<file path="config.mk">
export PLATFORM = sky130hd
export DESIGN_NAME = arbitro_escritura_banco_flat
export DESIGN_NICKNAME = d
export VERILOG_FILES = /design/src/rtl/arbitro_escritura_banco_pkg.sv /design/src/rtl/arbitro_escritura_banco_if.sv /design/src/rtl/arbitro_escritura_banco_retencion_escritura.sv /design/src/rtl/arbitro_escritura_banco.sv /design/src/flat_wrapper.sv
export SDC_FILE = /design/constraint.sdc
export NUM_CORES = 1
export LEC_CHECK = 0
export ABC_AREA = 1
export CAP_MARGIN = 20
export CORE_MARGIN = 2
export CORE_UTILIZATION = 35
export CTS_CLUSTER_DIAMETER = 60
export DETAILED_ROUTE_END_ITERATION = 8
export SKIP_CTS_REPAIR_TIMING = 1
export SYNTH_ARGS = -nofsm -noshare
export SYNTH_HDL_FRONTEND = slang
export SYNTH_SLANG_ARGS = --single-unit
</file>
<file path="constraint.sdc">
create_clock -name clk -period 9.6 [get_ports clk]
set_clock_uncertainty 0.2 [all_clocks]
set_input_delay 2.4 -clock clk [delete_from_list [all_inputs] [get_ports clk]]
set_output_delay 2.4 -clock clk [all_outputs]
set_load 0.1 [all_outputs]
</file>
<file path="src/rtl/arbitro_escritura_banco_pkg.sv">
// Shared widths and requester indices for the register-bank write arbiter.
package arbitro_escritura_banco_pkg;
  localparam int ANCHO     = 32;
  localparam int ANCHO_DIR = 5;
  localparam logic REQ_A = 1'b0;
  localparam logic REQ_B = 1'b1;
endpackage

</file>
<file path="src/rtl/arbitro_escritura_banco_if.sv">
// Requester A/B write ports plus the registered bank write port and busy flag.
interface arbitro_escritura_banco_if
  import arbitro_escritura_banco_pkg::*;
#(
  parameter int AW = ANCHO,
  parameter int DW = ANCHO_DIR
);
  logic          val_a;
  logic [DW-1:0] dir_a;
  logic [AW-1:0] di_a;
  logic          listo_a;
  logic          val_b;
  logic [DW-1:0] dir_b;
  logic [AW-1:0] di_b;
  logic          listo_b;
  logic [DW-1:0] dir;
  logic [AW-1:0] di;
  logic          ena;
  logic          ocupado;

  modport master (
    output val_a, dir_a, di_a, val_b, dir_b, di_b,
    input  listo_a, listo_b, dir, di, ena, ocupado
  );

  modport slave (
    input  val_a, dir_a, di_a, val_b, dir_b, di_b,
    output listo_a, listo_b, dir, di, ena, ocupado
  );
endinterface

</file>
<file path="src/rtl/arbitro_escritura_banco_retencion_escritura.sv">
// One-entry holding register per requester; ready whenever empty or being drained this cycle.
module retencion_escritura #(
  parameter int ANCHO     = 32,
  parameter int ANCHO_DIR = 5
) (
  input  logic                 clk,
  input  logic                 reset,
  input  logic                 val,
  input  logic [ANCHO_DIR-1:0] dir_nuevo,
  input  logic [ANCHO-1:0]     di_nuevo,
  input  logic                 concedido,
  output logic                 listo,
  output logic                 lleno,
  output logic [ANCHO_DIR-1:0] dir_ret,
  output logic [ANCHO-1:0]     di_ret
);
  logic captura;

  assign listo   = !reset && (!lleno || concedido);
  assign captura = val && listo;

  always_ff @(posedge clk) begin
    if (reset) begin
      lleno <= 1'b0;
    end else if (captura) begin
      lleno <= 1'b1;
    end else if (concedido) begin
      lleno <= 1'b0;
    end
  end

  // Payload needs no reset: it is only observed while lleno is set.
  always_ff @(posedge clk) begin
    if (captura) begin
      dir_ret <= dir_nuevo;
      di_ret  <= di_nuevo;
    end
  end
endmodule

</file>
<file path="src/rtl/arbitro_escritura_banco.sv">
// Two-requester round-robin write arbiter for a register bank, registered write port.
// Optional ARBITRO_PROTEGE_R0_EN: writes to register 0 are granted but issued with ena low.
module arbitro_escritura_banco
  import arbitro_escritura_banco_pkg::*;
#(
  parameter int ANCHO     = arbitro_escritura_banco_pkg::ANCHO,
  parameter int ANCHO_DIR = arbitro_escritura_banco_pkg::ANCHO_DIR
) (
  input logic clk,
  input logic reset,
  arbitro_escritura_banco_if.slave bus
);
  logic                 lleno_a, lleno_b;
  logic                 gnt_a, gnt_b, gnt;
  logic [ANCHO_DIR-1:0] dir_ret_a, dir_ret_b, dir_sel;
  logic [ANCHO-1:0]     di_ret_a, di_ret_b, di_sel;
  logic                 turno;
  logic                 escribe;

  retencion_escritura #(.ANCHO(ANCHO), .ANCHO_DIR(ANCHO_DIR)) u_ret_a (
    .clk(clk), .reset(reset), .val(bus.val_a), .dir_nuevo(bus.dir_a),
    .di_nuevo(bus.di_a), .concedido(gnt_a), .listo(bus.listo_a),
    .lleno(lleno_a), .dir_ret(dir_ret_a), .di_ret(di_ret_a)
  );

  retencion_escritura #(.ANCHO(ANCHO), .ANCHO_DIR(ANCHO_DIR)) u_ret_b (
    .clk(clk), .reset(reset), .val(bus.val_b), .dir_nuevo(bus.dir_b),
    .di_nuevo(bus.di_b), .concedido(gnt_b), .listo(bus.listo_b),
    .lleno(lleno_b), .dir_ret(dir_ret_b), .di_ret(di_ret_b)
  );

  // Contention is settled by the turn pointer; a lone full entry always wins.
  always_comb begin
    gnt_a   = lleno_a && (!lleno_b || turno == REQ_A);
    gnt_b   = lleno_b && (!lleno_a || turno == REQ_B);
    gnt     = gnt_a || gnt_b;
    dir_sel = gnt_b ? dir_ret_b : dir_ret_a;
    di_sel  = gnt_b ? di_ret_b  : di_ret_a;
`ifdef ARBITRO_PROTEGE_R0_EN
    escribe = gnt && (dir_sel != '0);
`else
    escribe = gnt;
`endif
  end

  assign bus.ocupado = lleno_a || lleno_b;

  always_ff @(posedge clk) begin
    if (reset) begin
      turno   <= REQ_A;
      bus.ena <= 1'b0;
      bus.dir <= '0;
      bus.di  <= '0;
    end else begin
      bus.ena <= escribe;
      if (lleno_a && lleno_b) begin
        turno <= gnt_a ? REQ_B : REQ_A;
      end
      if (gnt) begin
        bus.dir <= dir_sel;
        bus.di  <= di_sel;
      end
    end
  end
endmodule

</file>
<file path="src/flat_wrapper.sv">
// flat-port wrapper written by rule: the top's interface ports become plain ports
module arbitro_escritura_banco_flat import arbitro_escritura_banco_pkg::*;
#(
  parameter int ANCHO     = arbitro_escritura_banco_pkg::ANCHO,
  parameter int ANCHO_DIR = arbitro_escritura_banco_pkg::ANCHO_DIR
)
  (clk, reset, bus_val_a, bus_dir_a, bus_di_a, bus_val_b, bus_dir_b, bus_di_b, bus_listo_a, bus_listo_b, bus_dir, bus_di, bus_ena, bus_ocupado);
  arbitro_escritura_banco_if bus_i ();
  input logic clk;
  input logic reset;
  input wire logic [$bits(bus_i.val_a)-1:0] bus_val_a;
  input wire logic [$bits(bus_i.dir_a)-1:0] bus_dir_a;
  input wire logic [$bits(bus_i.di_a)-1:0] bus_di_a;
  input wire logic [$bits(bus_i.val_b)-1:0] bus_val_b;
  input wire logic [$bits(bus_i.dir_b)-1:0] bus_dir_b;
  input wire logic [$bits(bus_i.di_b)-1:0] bus_di_b;
  output wire logic [$bits(bus_i.listo_a)-1:0] bus_listo_a;
  output wire logic [$bits(bus_i.listo_b)-1:0] bus_listo_b;
  output wire logic [$bits(bus_i.dir)-1:0] bus_dir;
  output wire logic [$bits(bus_i.di)-1:0] bus_di;
  output wire logic [$bits(bus_i.ena)-1:0] bus_ena;
  output wire logic [$bits(bus_i.ocupado)-1:0] bus_ocupado;
  assign bus_i.val_a = bus_val_a;
  assign bus_i.dir_a = bus_dir_a;
  assign bus_i.di_a = bus_di_a;
  assign bus_i.val_b = bus_val_b;
  assign bus_i.dir_b = bus_dir_b;
  assign bus_i.di_b = bus_di_b;
  assign bus_listo_a = bus_i.listo_a;
  assign bus_listo_b = bus_i.listo_b;
  assign bus_dir = bus_i.dir;
  assign bus_di = bus_i.di;
  assign bus_ena = bus_i.ena;
  assign bus_ocupado = bus_i.ocupado;
  arbitro_escritura_banco #(.ANCHO(ANCHO), .ANCHO_DIR(ANCHO_DIR)) u_core (.clk(clk), .reset(reset), .bus(bus_i));
endmodule
</file>
==> impl_metrics.json <==
{
  "status": "complete, no violations",
  "switchingPower_uw": 367,
  "p_leak_uw": 0.00270,
  "cp_data_required_time_ns": 7.00,
  "grt_first_pass_wirelength_mm": 15.1,
  "place_inst": 683,
  "met1_usage_pct": 17.1,
  "route.vias.total": 3120,
  "top_usage_layer": "met2",
  "numPortBuffers": 118,
  "htreeDepth": 4,
  "firstDrtPassIters": 4,
  "ir_drop_v": 0.0000955,
  "grtUsageMet2_pct": 26.9,
  "slew_headroom_pct": 29.6,
  "route.detailed.drc": 0,
  "numClockSinks": 115,
  "synth.distinct_cells": 19,
  "clock_latency_ns": 0.41,
  "die_w_um": 116,
  "synth_area_per_cell_um2": 10.6,
  "ant_nets": 0,
  "rsz0062_at_grt": "no",
  "finalNonFillerCells": 715,
  "avgRoutedWirePerCell_um": 13.6,
  "switching_share_pct": 26.5,
  "post-route-period-util_pct": 74.2,
  "cts_buffer_depth": 2,
  "rows": 40,
  "synth_area_leaders": "edfxtp_1, dfxtp_1, nand2_1, nand3_1, inv_1",
  "min_period_ns": 7.12,
  "critPathArrivalTime_ns": 4.52,
  "layout.nets": 612,
  "cts-buffers-inserted": 17,
  "drt_iter0_markers": 149,
  "clkPwrFrac_pct": 43.7,
  "p_comb_share_pct": 15.2,
  "drive_above_1_share_pct": 6.76,
  "areaGrowthSynthToFinish_pct": 41.9,
  "hp-class": "register to register",
  "place.gp.congestion": 0.767,
  "maxCapViolCount": 0,
  "power.density_mw_per_mm2": 223,
  "start_util_pct": 36.2,
  "grtUsageTotal_pct": 15.4,
  "cp_slowest_cell": "clkdlybuf4s50_1",
  "hold_viol_final": 0,
  "synth_fp_nets": 493,
  "hpwlAfterDp_mm": 5.88,
  "internal_power_uw": 1020,
  "wirelength_mm": 9.72,
  "antenna_cells": 0,
  "synth_area_mm2": 0.00440,
  "vias_per_cell": 4.36,
  "crit_path_start_kind": "primary input",
  "setup_viol": 0,
  "cpPeakStageDelay_ns": 1.14,
  "cts_tree": "done",
  "crit_path_cell_trace": "clkdlybuf4s50_1 > inv_1 > nand2_1 > inv_1 > clkdlybuf4s50_1",
  "grt.overflow.total": 0,
  "grt_pass1_vias": 3094,
  "fp.dieArea_mm2": 0.0135,
  "coreArea_mm2": 0.0122,
  "critical_path_class": "primary input to output port",
  "critPathMaxFanout": 7,
  "ys_warn_count": 0,
  "ioPinCount": 119,
  "grt_max_degree": 42,
  "antenna_found_initial": 0,
  "yosysTopAreaCell": "edfxtp_1",
  "cts_root_buffer": "clkbuf_16",
  "yosysTopAreaCellShare_pct": 50.5,
  "p_seq_share_pct": 41.1,
  "seq_area_frac_synth_pct": 69.2,
  "globalRouteMet3Util_pct": 4.71,
  "fmax_ghz": 0.140,
  "cp-end-kind": "output port",
  "syn-instance-count": 415,
  "worst-path-buf-inv": 4,
  "synth-seq-cells": 115,
  "cts.clk_slew.worst_paths_ns": 0.05,
  "setup_tns_ns": 0,
  "critPathTopFamily": "buffers and inverters",
  "fp.dieH_um": 116,
  "drv_slew": 0,
  "worst_slew_pin_slew_ns": 1.05
}
==> cell families after synthesis <==
| logic type | synth area share [%] |
|---|---|
| AO/OA/AOI/OAI | 0.228 |
| buffers and inverters | 10.5 |
| flip-flops | 69.2 |
| AND/OR/NAND/NOR | 20.0 |
==> power by group through the flow <==
stage / clock (uW) / combinational, uW / sequential [uW]
detailed placement: 0 / 212 / 581
global route: 642 / 222 / 574
global placement: 0 / 209 / 580
CTS: 622 / 212 / 571
finish: 607 / 210 / 571
floorplan: 0 / 53.2 / 671
==> path summary, 6_finish.rpt <==
kind,startpoint,endpoint,slack (ns),cells after the start
worst max-delay path,reset,bus_listo_a,2.48,5
worst max register to register,u_core.u_ret_b.lleno,u_core.bus.di[22],7.21,4
worst min register to register,u_core.bus.di[12],u_core.bus.di[12],0.25,2
worst min-delay path,u_core.bus.di[12],u_core.bus.di[12],0.25,2
==> cell type report <==
cell class / count / area, um2
repair buffers: 120 / 1210
clock inverters: 6 / 80.1
flip-flops and latches: 115 / 3040
multi-input cells: 201 / 908
well taps: 168 / 210
clock buffers: 26 / 489
inverters: 79 / 297
fillers: 1091 / 5920
==> layer usage <==
metal	up-vias	routed length, um
met5	-	0
met2	100	4810
met3	14	504
met4	0	180
met1	1452	4230
li1	1554	-
==> synthesized netlist by cell type (all sizes together) <==
| library cell | count |
|---|---|
| buf | 19 |
| edfxtp | 74 |
| nand3 | 75 |
| nand2 | 115 |
| inv | 79 |
| a21oi | 2 |
| clkbuf | 1 |
| nor2 | 8 |
| dfxtp | 41 |
| nor3b | 1 |
==> metrics by stage <==
| stage | total power (uW) | utilization [%] | worst slack, ns | hold slack, ns | cell area (um2) |
|---|---|---|---|---|---|
| finish | 1390 | 51.3 | 2.48 | 0.250 | 6240 |
| global route | 1440 | 51.3 | 2.43 | 0.266 | 6240 |
| CTS | 1410 | 51.3 | 2.48 | 0.252 | 6240 |
| detailed placement | 793 | 46.6 | 2.48 | 0.239 | 5670 |
| global placement | 789 | 46.4 | 2.54 | 0.238 | 5650 |
| floorplan | 724 | - | 3.15 | 0.276 | 4400 |
==> registers in the layout, summed over array words and instances (netlist names) <==
register,count
u_core.bus.di,32
u_core.bus.dir,5
u_core.bus.ena,1
u_core.turno,1
u_core.u_ret_a.di_ret,32
u_core.u_ret_a.dir_ret,5
u_core.u_ret_a.lleno,1
u_core.u_ret_b.di_ret,32
u_core.u_ret_b.dir_ret,5
u_core.u_ret_b.lleno,1
==> worst reg2reg max path: cells and delay by family (launching register included) <==
kind	cells	cell delay, ns
flops	1	0.95
simple gates	4	1.19
==> cells in the final DEF, fill, tap and decap left out, types with 2 or more instances in the layout <==
master and count:
nor2_4 3, clkbuf_16 17, nor2_1 4, a21oi_1 2, clkbuf_1 6, inv_1 78
clkinv_2 4, nand2_1 113, nand3_1 75, bufinv_16 2, edfxtp_1 74, clkdlybuf4s50_1 118
dfxtp_1 40, clkbuf_8 3
No activity file was read; power rests on OpenSTA's default activity.
